--- config.mk ---
export PLATFORM = sky130hd
export DESIGN_NAME = mempool_dma_chunker
export DESIGN_NICKNAME = d
export VERILOG_FILES = /design/src/rtl/mempool_dma_chunker.sv
export SDC_FILE = /design/constraint.sdc
export NUM_CORES = 1
export LEC_CHECK = 0
export CAP_MARGIN = 10
export CORE_ASPECT_RATIO = 0.5
export CORE_MARGIN = 2
export CORE_UTILIZATION = 52
export DETAILED_ROUTE_END_ITERATION = 10
export PLACE_DENSITY = 0.83
export RECOVER_POWER = 50
export SYNTH_ARGS = -nofsm -noshare
export SYNTH_HDL_FRONTEND = slang
export SYNTH_SLANG_ARGS = --single-unit
--- constraint.sdc ---
create_clock -name clk_i -period 6.5 [get_ports clk_i]
set_clock_uncertainty 0.15 [all_clocks]
set_input_delay 1.3 -clock clk_i [delete_from_list [all_inputs] [get_ports clk_i]]
set_output_delay 1.3 -clock clk_i [all_outputs]
set_load 0.02 [all_outputs]
--- src/rtl/mempool_dma_chunker.sv ---
// Purpose : splits one whole-transfer DMA request into chunks that never cross
//           a ChunkBytes-aligned destination boundary, capping in-flight chunks.
// Latency : request accepted at T -> first chunk valid at T+1; one chunk/cycle.
// Backpr. : chunk fields hold while valid && !ready; valid drops only at the
//           outstanding cap and returns the cycle after done_i frees a slot.
//
// Ports
//   clk_i, rst_i                      clock, async active-high reset
//   req_valid_i / req_ready_o         transfer request handshake (ready in IDLE)
//   req_src_i, req_dst_i              transfer source / destination byte address
//   req_num_bytes_i, req_id_i         transfer length and ID
//   chunk_valid_o / chunk_ready_i     chunk handshake towards the DMA backend
//   chunk_src_o, chunk_dst_o          chunk addresses
//   chunk_num_bytes_o, chunk_id_o     chunk length (1..ChunkBytes) and ID
//   chunk_last_o                      final chunk of the transfer
//   done_i                            backend finished one chunk (1-cycle pulse)
//   busy_o                            transfer in progress
//   trans_complete_o                  1-cycle pulse once the whole transfer is done
module mempool_dma_chunker #(
    parameter int unsigned AddrWidth      = 32,
    parameter int unsigned IdWidth        = 2,
    parameter int unsigned ChunkBytes     = 1024,
    parameter int unsigned MaxOutstanding = 4
) (
    input  logic                 clk_i,
    input  logic                 rst_i,
    input  logic                 req_valid_i,
    output logic                 req_ready_o,
    input  logic [AddrWidth-1:0] req_src_i,
    input  logic [AddrWidth-1:0] req_dst_i,
    input  logic [31:0]          req_num_bytes_i,
    input  logic [IdWidth-1:0]   req_id_i,
    output logic                 chunk_valid_o,
    input  logic                 chunk_ready_i,
    output logic [AddrWidth-1:0] chunk_src_o,
    output logic [AddrWidth-1:0] chunk_dst_o,
    output logic [31:0]          chunk_num_bytes_o,
    output logic [IdWidth-1:0]   chunk_id_o,
    output logic                 chunk_last_o,
    input  logic                 done_i,
    output logic                 busy_o,
    output logic                 trans_complete_o
);

    localparam int unsigned OffWidth = $clog2(ChunkBytes);
    localparam int unsigned CntWidth = $clog2(MaxOutstanding + 1);

    typedef enum logic [1:0] {
        IDLE  = 2'd0,
        SPLIT = 2'd1,
        DRAIN = 2'd2
    } state_t;

    state_t                state_q, state_d;
    logic [AddrWidth-1:0]  src_q, dst_q;
    logic [31:0]           remaining_q;
    logic [IdWidth-1:0]    id_q;
    logic [CntWidth-1:0]   outstanding_q;

    logic [31:0]           boundary_room;
    logic [31:0]           chunk_size;
    logic                  accept;
    logic                  issue;
    logic                  retire;

    // Bytes left before the destination crosses the next ChunkBytes boundary.
    assign boundary_room = 32'(ChunkBytes) - 32'(dst_q[OffWidth-1:0]);
    assign chunk_size    = (remaining_q < boundary_room) ? remaining_q : boundary_room;

    // A done_i with nothing outstanding (e.g. a stale completion after reset)
    // must not underflow the counter.
    assign retire = done_i && (outstanding_q != '0);

    always_ff @(posedge clk_i or posedge rst_i) begin
        if (rst_i) begin
            state_q <= IDLE;
        end else begin
            state_q <= state_d;
        end
    end

    always_comb begin
        state_d          = state_q;
        req_ready_o      = 1'b0;
        chunk_valid_o    = 1'b0;
        chunk_last_o     = 1'b0;
        trans_complete_o = 1'b0;
        accept           = 1'b0;
        issue            = 1'b0;
        unique case (state_q)
            IDLE: begin
                req_ready_o = 1'b1;
                accept      = req_valid_i;
                if (req_valid_i) begin
                    state_d = (req_num_bytes_i != 32'd0) ? SPLIT : DRAIN;
                end
            end
            SPLIT: begin
                chunk_valid_o = (outstanding_q < CntWidth'(MaxOutstanding));
                chunk_last_o  = (chunk_size == remaining_q);
                issue         = chunk_valid_o && chunk_ready_i;
                if (issue && chunk_last_o) begin
                    state_d = DRAIN;
                end
            end
            DRAIN: begin
                // Decided on the registered count, so completion lands the
                // cycle after the final done_i has been absorbed.
                if (outstanding_q == '0) begin
                    trans_complete_o = 1'b1;
                    state_d          = IDLE;
                end
            end
            default: state_d = IDLE;
        endcase
    end

    always_ff @(posedge clk_i or posedge rst_i) begin
        if (rst_i) begin
            src_q         <= '0;
            dst_q         <= '0;
            remaining_q   <= '0;
            id_q          <= '0;
            outstanding_q <= '0;
        end else begin
            if (accept) begin
                src_q       <= req_src_i;
                dst_q       <= req_dst_i;
                remaining_q <= req_num_bytes_i;
                id_q        <= req_id_i;
            end else if (issue) begin
                src_q       <= src_q + AddrWidth'(chunk_size);
                dst_q       <= dst_q + AddrWidth'(chunk_size);
                remaining_q <= remaining_q - chunk_size;
            end
            case ({issue, retire})
                2'b10:   outstanding_q <= outstanding_q + CntWidth'(1);
                2'b01:   outstanding_q <= outstanding_q - CntWidth'(1);
                default: outstanding_q <= outstanding_q;
            endcase
        end
    end

    assign chunk_src_o       = src_q;
    assign chunk_dst_o       = dst_q;
    assign chunk_num_bytes_o = chunk_size;
    assign chunk_id_o        = id_q;
    assign busy_o            = (state_q != IDLE);

endmodule

=== Yosys cells after proc, flatten, opt, wreduce, memory -nomap -nowiden ===
Index checks and enable logic that the tools add are counted.
W data, S select, Z words.

* Register bits after elaboration: 103
* Logic and storage cells: 53

* Add/subtract/negate cells: 6
* Order comparisons: 2
* Equality and inequality tests: 8
* Muxes and demuxes: 20
* Reductions and logical operators: 11

{| class="wikitable"
|+ Operator list
! cell !! number
|-
| $mux W32 || 7
|-
| $add A32 B32 Y32 || 2
|-
| $eq A32 B32 Y1 || 1
|-
| $lt A32 B32 Y1 || 1
|-
| $reduce_bool A32 Y1 || 1
|-
| $sub A32 B32 Y32 || 1
|-
| $sub A11 B10 Y12 const A || 1
|-
| $mux W2 || 4
|-
| $mux W1 || 7
|-
| $ne A2 B2 Y1 const B || 3
|-
| $pmux W2 S3 || 1
|-
| $pmux W3 S2 || 1
|-
| $reduce_bool A2 Y1 || 3
|-
| $eq A2 B1 Y1 const B || 2
|-
| $eq A2 B2 Y1 const B || 2
|-
| $add A3 B1 Y3 const B || 1
|-
| $logic_and A1 B1 Y1 || 3
|-
| $logic_not A3 Y1 || 1
|-
| $lt A3 B3 Y1 const B || 1
|-
| $reduce_and A3 Y1 || 1
|-
| $reduce_bool A3 Y1 || 1
|-
| $sub A3 B1 Y3 const B || 1
|-
| $logic_not A2 Y1 || 1
|}

=== Depth between registers and ports, before layout ===
* Word-level depth: 7
* Mapped depth: 25
* Mapped depth without buffers: 24

=== Worst setup path after synthesis ===
No wires, ideal clock.

* Kind: register -> register
* Start: reg dst_q[1] (netlist: chunk_dst_o[1])
* End: reg remaining_q[28]
* Data arrival time: 5990 ps
* Slack: 234 ps
* Stages on the path, launching flop included: 26
* Cells stage by stage: dfrtp_1 inv_1 ha_1 inv_1 ha_1 a21o_1 a21o_1 a21o_1 a21o_1 a21oi_1 o21ai_0 a2111oi_2 buf_4 mux2i_1 ha_1 inv_1 fa_1 a21o_1 a21oi_1 o21bai_1 a2111oi_0 o31ai_1 a21oi_1 nand4_1 mux2i_1 a221o_1

* Longest elaborated chain between the ends: 6

{| class="wikitable"
|+ RTL lines
! what !! line !! text
|-
| from (decl) || 55 || <nowiki>logic [AddrWidth-1:0] src_q, dst_q;</nowiki>
|-
| from (signal assigned) || 128 || <nowiki>dst_q <= req_dst_i;</nowiki>
|-
| from (signal assigned) || 133 || <nowiki>dst_q <= dst_q + AddrWidth'(chunk_size);</nowiki>
|-
| $sub A11 B10 Y12 || 67 || <nowiki>assign boundary_room = 32'(ChunkBytes) - 32'(dst_q[OffWidth-1:0]);</nowiki>
|-
| $lt A32 B32 Y1 || 68 || <nowiki>assign chunk_size = (remaining_q < boundary_room) ? remaining_q : boundary_room;</nowiki>
|-
| $mux W32 || 68 ||
|-
| named net chunk_num_bytes_o[0] || 37 || <nowiki>output logic [31:0] chunk_num_bytes_o,</nowiki>
|-
| $sub A32 B32 Y32 || 134 || <nowiki>remaining_q <= remaining_q - chunk_size;</nowiki>
|-
| $mux W32 || 131 || <nowiki>end else if (issue) begin</nowiki>
|-
| $mux W32 || 126 || <nowiki>if (accept) begin</nowiki>
|-
| to (signal assigned) || 129 || <nowiki>remaining_q <= req_num_bytes_i;</nowiki>
|-
| to (signal assigned) || 134 ||
|-
| to (decl) || 56 || <nowiki>logic [31:0] remaining_q;</nowiki>
|}

The timed path passes the listed nets, and every way through them passes these cells. The select of a mux whose other input is x is not followed.
A chain may end at the register's enable or synchronous reset.

=== Worst setup path in the final report ===
* Start: reg remaining_q[17]
* End: out chunk_last_o

* Longest elaborated chain between the ends: 4

{| class="wikitable"
|+ RTL lines
! what !! line !! text
|-
| $lt A32 B32 Y1 || 68 ||
|-
| $mux W32 || 68 ||
|-
| $eq A32 B32 Y1 (*) || 100 || <nowiki>chunk_last_o = (chunk_size == remaining_q);</nowiki>
|-
| $mux W1 (*) || 90 || <nowiki>unique case (state_q)</nowiki>
|-
| to (decl) || 39 || <nowiki>output logic chunk_last_o,</nowiki>
|}

Mark *: on every way between the ends. The rest lies on a longest branch, timed or not.

==> results.sh <==
export IMPL_vias_per_cell=5.932
export IMPL_gp_congestion=0.8767
export IMPL_required_ns=5.05
export IMPL_antenna_found_initial=0
export IMPL_clkLatencyLatePin_ns=0.36
export IMPL_synthAdderAreaFrac=0.1305
export IMPL_criticalPathCategory="flop to primary output"
export IMPL_vdd_drop_max_mv=0.2681
export IMPL_ant_nets=0
export IMPL_worstSetupStartpoint="remaining_q[17]"
export IMPL_max_slew_margin_rel=-1.161
export IMPL_multiInputGateArea_mm2=0.006027
export IMPL_placementRows=33
export IMPL_dpl_cell_area_mm2=0.01092
export IMPL_vias=8607
export IMPL_overflow=0
export IMPL_remaining_drc_errors=0
export IMPL_ys_warn_count=0
export IMPL_grt_max_degree=69
export IMPL_syn_area_mm2=0.008762
export IMPL_clock_root_buffer="clkbuf_16"
export IMPL_power_share_combinational=0.712
export IMPL_period_share=0.9539
export IMPL_drv_slew=106
export IMPL_routed_wl_um=24930
export IMPL_p_int_mw=3.300
export IMPL_violations="max-capacitance violations, max-slew violations"
export IMPL_cp_endpoint="chunk_last_o"
export IMPL_hold_viol_final=0
export IMPL_synth_compound_area_frac=0.2683
export IMPL_pre_cts_ws_ns=0.1189
export IMPL_ctsHtreeMaxLevel=3
export IMPL_worstReg2RegEnd="chunk_src_o[24]"
export IMPL_dieArea_mm2=0.01797
export IMPL_drive_above_1_share=0.04902
export IMPL_maxCapViolCount=2
export IMPL_detailedRoute_firstIterationViolations=693
export IMPL_clock_sinks=103
export IMPL_grt_usage=0.2752
export IMPL_reg2reg_depth=21
export IMPL_clk_path_buf_depth=2
export IMPL_wl_per_cell_um=17.18
export IMPL_core_area_mm2=0.01643
export IMPL_synth_top_cell_by_area="dfrtp_1"
export IMPL_yosysMostFrequentCell="dfrtp_1"
export IMPL_synth_top_area_frac=0.2942
export IMPL_busiest_layer="met2"
export IMPL_finalSetupViolCount=0
export IMPL_async_flop_share=1.000
export IMPL_use_met1=0.3471
export IMPL_synth_seq_area_share=0.2942
export IMPL_syn_inst=1009
export IMPL_switching_power_mw=3.263
export IMPL_area_sequential_mm2=0.002577
export IMPL_finalCriticalPeriod_ns=6.201
export IMPL_die_x_um=187.6
export IMPL_fmax_mhz=161.3
export IMPL_cts_buffers=9
export IMPL_synth_common_cells="dfrtp_1 (103), o21ai_0 (100), nand2_1 (88), ha_1 (85), a22oi_1 (60)"
export IMPL_synthFlopType="dfrtp_1"
export IMPL_p_sw_frac=0.4972
export IMPL_worst_slack_ns=0.2993
export IMPL_area_delta_synth_final_pct=28.74
export IMPL_yosysUniqueCellTypes=71
export IMPL_grtUsageMet2=0.4901
export IMPL_cts_tree="done"
export IMPL_n_fill_cell=1271
export IMPL_status="finished, violations left"
export IMPL_muxShareOfSynthArea=0.03870
export IMPL_critPathLaunchType="flop"
export IMPL_grt_pass1_vias=8400
export IMPL_design_area_mm2=0.01128
export IMPL_endpoint_kind="primary output"
export IMPL_n_antenna_cell=0
export IMPL_p_per_area_mw_per_mm2=581.8
export IMPL_avgSynthCellArea_um2=8.684
export IMPL_initial_core_util=0.5332
export IMPL_rrSetupSlack_ns=0.36
export IMPL_r2r_start="remaining_q[17]"
export IMPL_synth_area_leaders="dfrtp_1 (29%), ha_1 (12%), o21ai_0 (5.7%), a22oi_1 (5.1%), nand2_1 (3.8%)"
export IMPL_ios=206
export IMPL_synth_seq_cells=103
export IMPL_io_buffers=184
export IMPL_synth_top_family_by_area="compound AO/OA/AOI/OAI gates"
export IMPL_cts_hold_buf=0
export IMPL_worst_pin_slew_ns=3.224
export IMPL_p_leak_nw=4.983
export IMPL_post_dp_hpwl_um=18770
export IMPL_hold_path_class="flop to flop"
export IMPL_grt_use_met3=0.05651
export IMPL_drtPass1Iterations=5
export IMPL_synth_xor_xnor_area_share=0.05997
export IMPL_pwr_share_seq=0.202
export IMPL_crit_arrival_ns=4.75
export IMPL_grt_pass1_wl_um=40340
export IMPL_p_clk_frac=0.087
export IMPL_nets=1411
export IMPL_critPathMaxFanout=21
export IMPL_die_h_um=95.79
export IMPL_synthSimpleGateAreaFrac=0.1551
export IMPL_synth_edf_count=0
export IMPL_clk_pin_slew_ns=0.07
-- layout make-up --
cell class                 count  share of cell area
timing repair buffer         195              0.1709
sequential                   103              0.2285
clock inverter                 6            0.006100
multi-input combinational    866              0.5343
inverter                      44             0.01475
clock buffer                  10             0.02030
tap                          227             0.02518
-- registers in the layout (all words and copies together) (netlist names) --
register       flops
chunk_src_o       32
state_q            2
chunk_dst_o       32
remaining_q       32
chunk_id_o         2
outstanding_q      3
-- stage by stage --
stage / hold slack [ns] / util / setup TNS (ns) / total power [mW] / instances
3_5_place_dp: 0.3161 / 0.6647 / 0 / 5.867 / 1433
2_1_floorplan: 0.3282 / - / 0 / 4.505 / 1069
5_1_grt: 0.3351 / 0.6865 / -0.01530 / 7.111 / 1451
3_3_place_gp: 0.3090 / 0.6647 / 0 / 5.695 / 1433
4_1_cts: 0.3333 / 0.6827 / 0 / 6.471 / 1449
6_report: 0.3305 / 0.6865 / 0 / 6.563 / 1451
-- per-layer routing --
layer	share of wire	wire (um)
met1	0.44	11000
met2	0.48	12060
met3	0.060	1495
met4	0.015	370
met5	0	0
-- repair_timing --
action / CTS / global route
resized for setup: 1 / 15
buffers inserted: 0 / 2
pin swaps: 0 / 2
setup endpoints to repair: 1 / 22
-- cell families (layout without fill, tap and decap cells) --
logic type,Yosys count,count (layout)
mux,32,32
simple gates,268,268
fa+ha+maj,89,89
xor+xnor,60,60
flops,103,103
compound gates,356,356
buf+inv,100,255
other cells,1,61
-- power by group through the flow --
stage / clock network [mW] / registers, mW / logic [mW]
4_1_cts: 0.579 / 1.32 / 4.57
6_report: 0.570 / 1.32 / 4.67
5_1_grt: 0.601 / 1.37 / 5.14
3_3_place_gp: 0 / 1.31 / 4.38
3_5_place_dp: 0 / 1.33 / 4.54
2_1_floorplan: 0 / 1.48 / 3.03
-- worst max-delay path, stage by stage, from the launching register on --
cell and delay [ns]:
dfrtp_1 0.40, or4_4 0.58, nor3_4 0.23, or4b_4 0.55, nor4_4 0.28, nand3_2 0.19
a2111oi_4 0.36, buf_12 0.22, mux2i_1 0.10, ha_1 0.39, and4_1 0.21, nand4_1 0.11
or4_4 0.45, nor2_1 0.12, clkbuf_2 0.18
-- worst min-delay path by stage --
stage	from	endpoint	cells after the start
global placement	chunk_id_o[1]	chunk_id_o[1]	2
global route	chunk_id_o[1]	chunk_id_o[1]	2
floorplan	remaining_q[17]	remaining_q[17]	1
finish	chunk_id_o[1]	chunk_id_o[1]	2
detailed placement	chunk_id_o[1]	chunk_id_o[1]	2
CTS	chunk_id_o[1]	chunk_id_o[1]	2
-- placed cells by master, fill, tap and decap left out, drive strengths merged, types with 8 or more instances in the layout --
cell | synthesis | routed
clkbuf | 25 | 12
inv | 43 | 45
nand2 | 88 | 88
nor4 | 16 | 16
a21o | 27 | 27
a21oi | 59 | 59
mux2i | 17 | 17
or3 | 9 | 9
dfrtp | 103 | 103
a22oi | 60 | 60
nand3 | 23 | 23
nor2 | 52 | 52
a221o | 8 | 8
mux2 | 15 | 15
nand2b | 18 | 18
clkdlybuf4s50 | 0 | 125
nor3 | 12 | 12
o211ai | 16 | 16
dlygate4sd3 | 0 | 58
buf | 31 | 10
xor2 | 24 | 24
ha | 85 | 85
conb | 1 | 61
and3 | 10 | 10
nor3b | 9 | 9
a31oi | 12 | 12
xnor2 | 36 | 36
o21ai | 103 | 103
No activity file was read; power rests on OpenSTA's default activity.
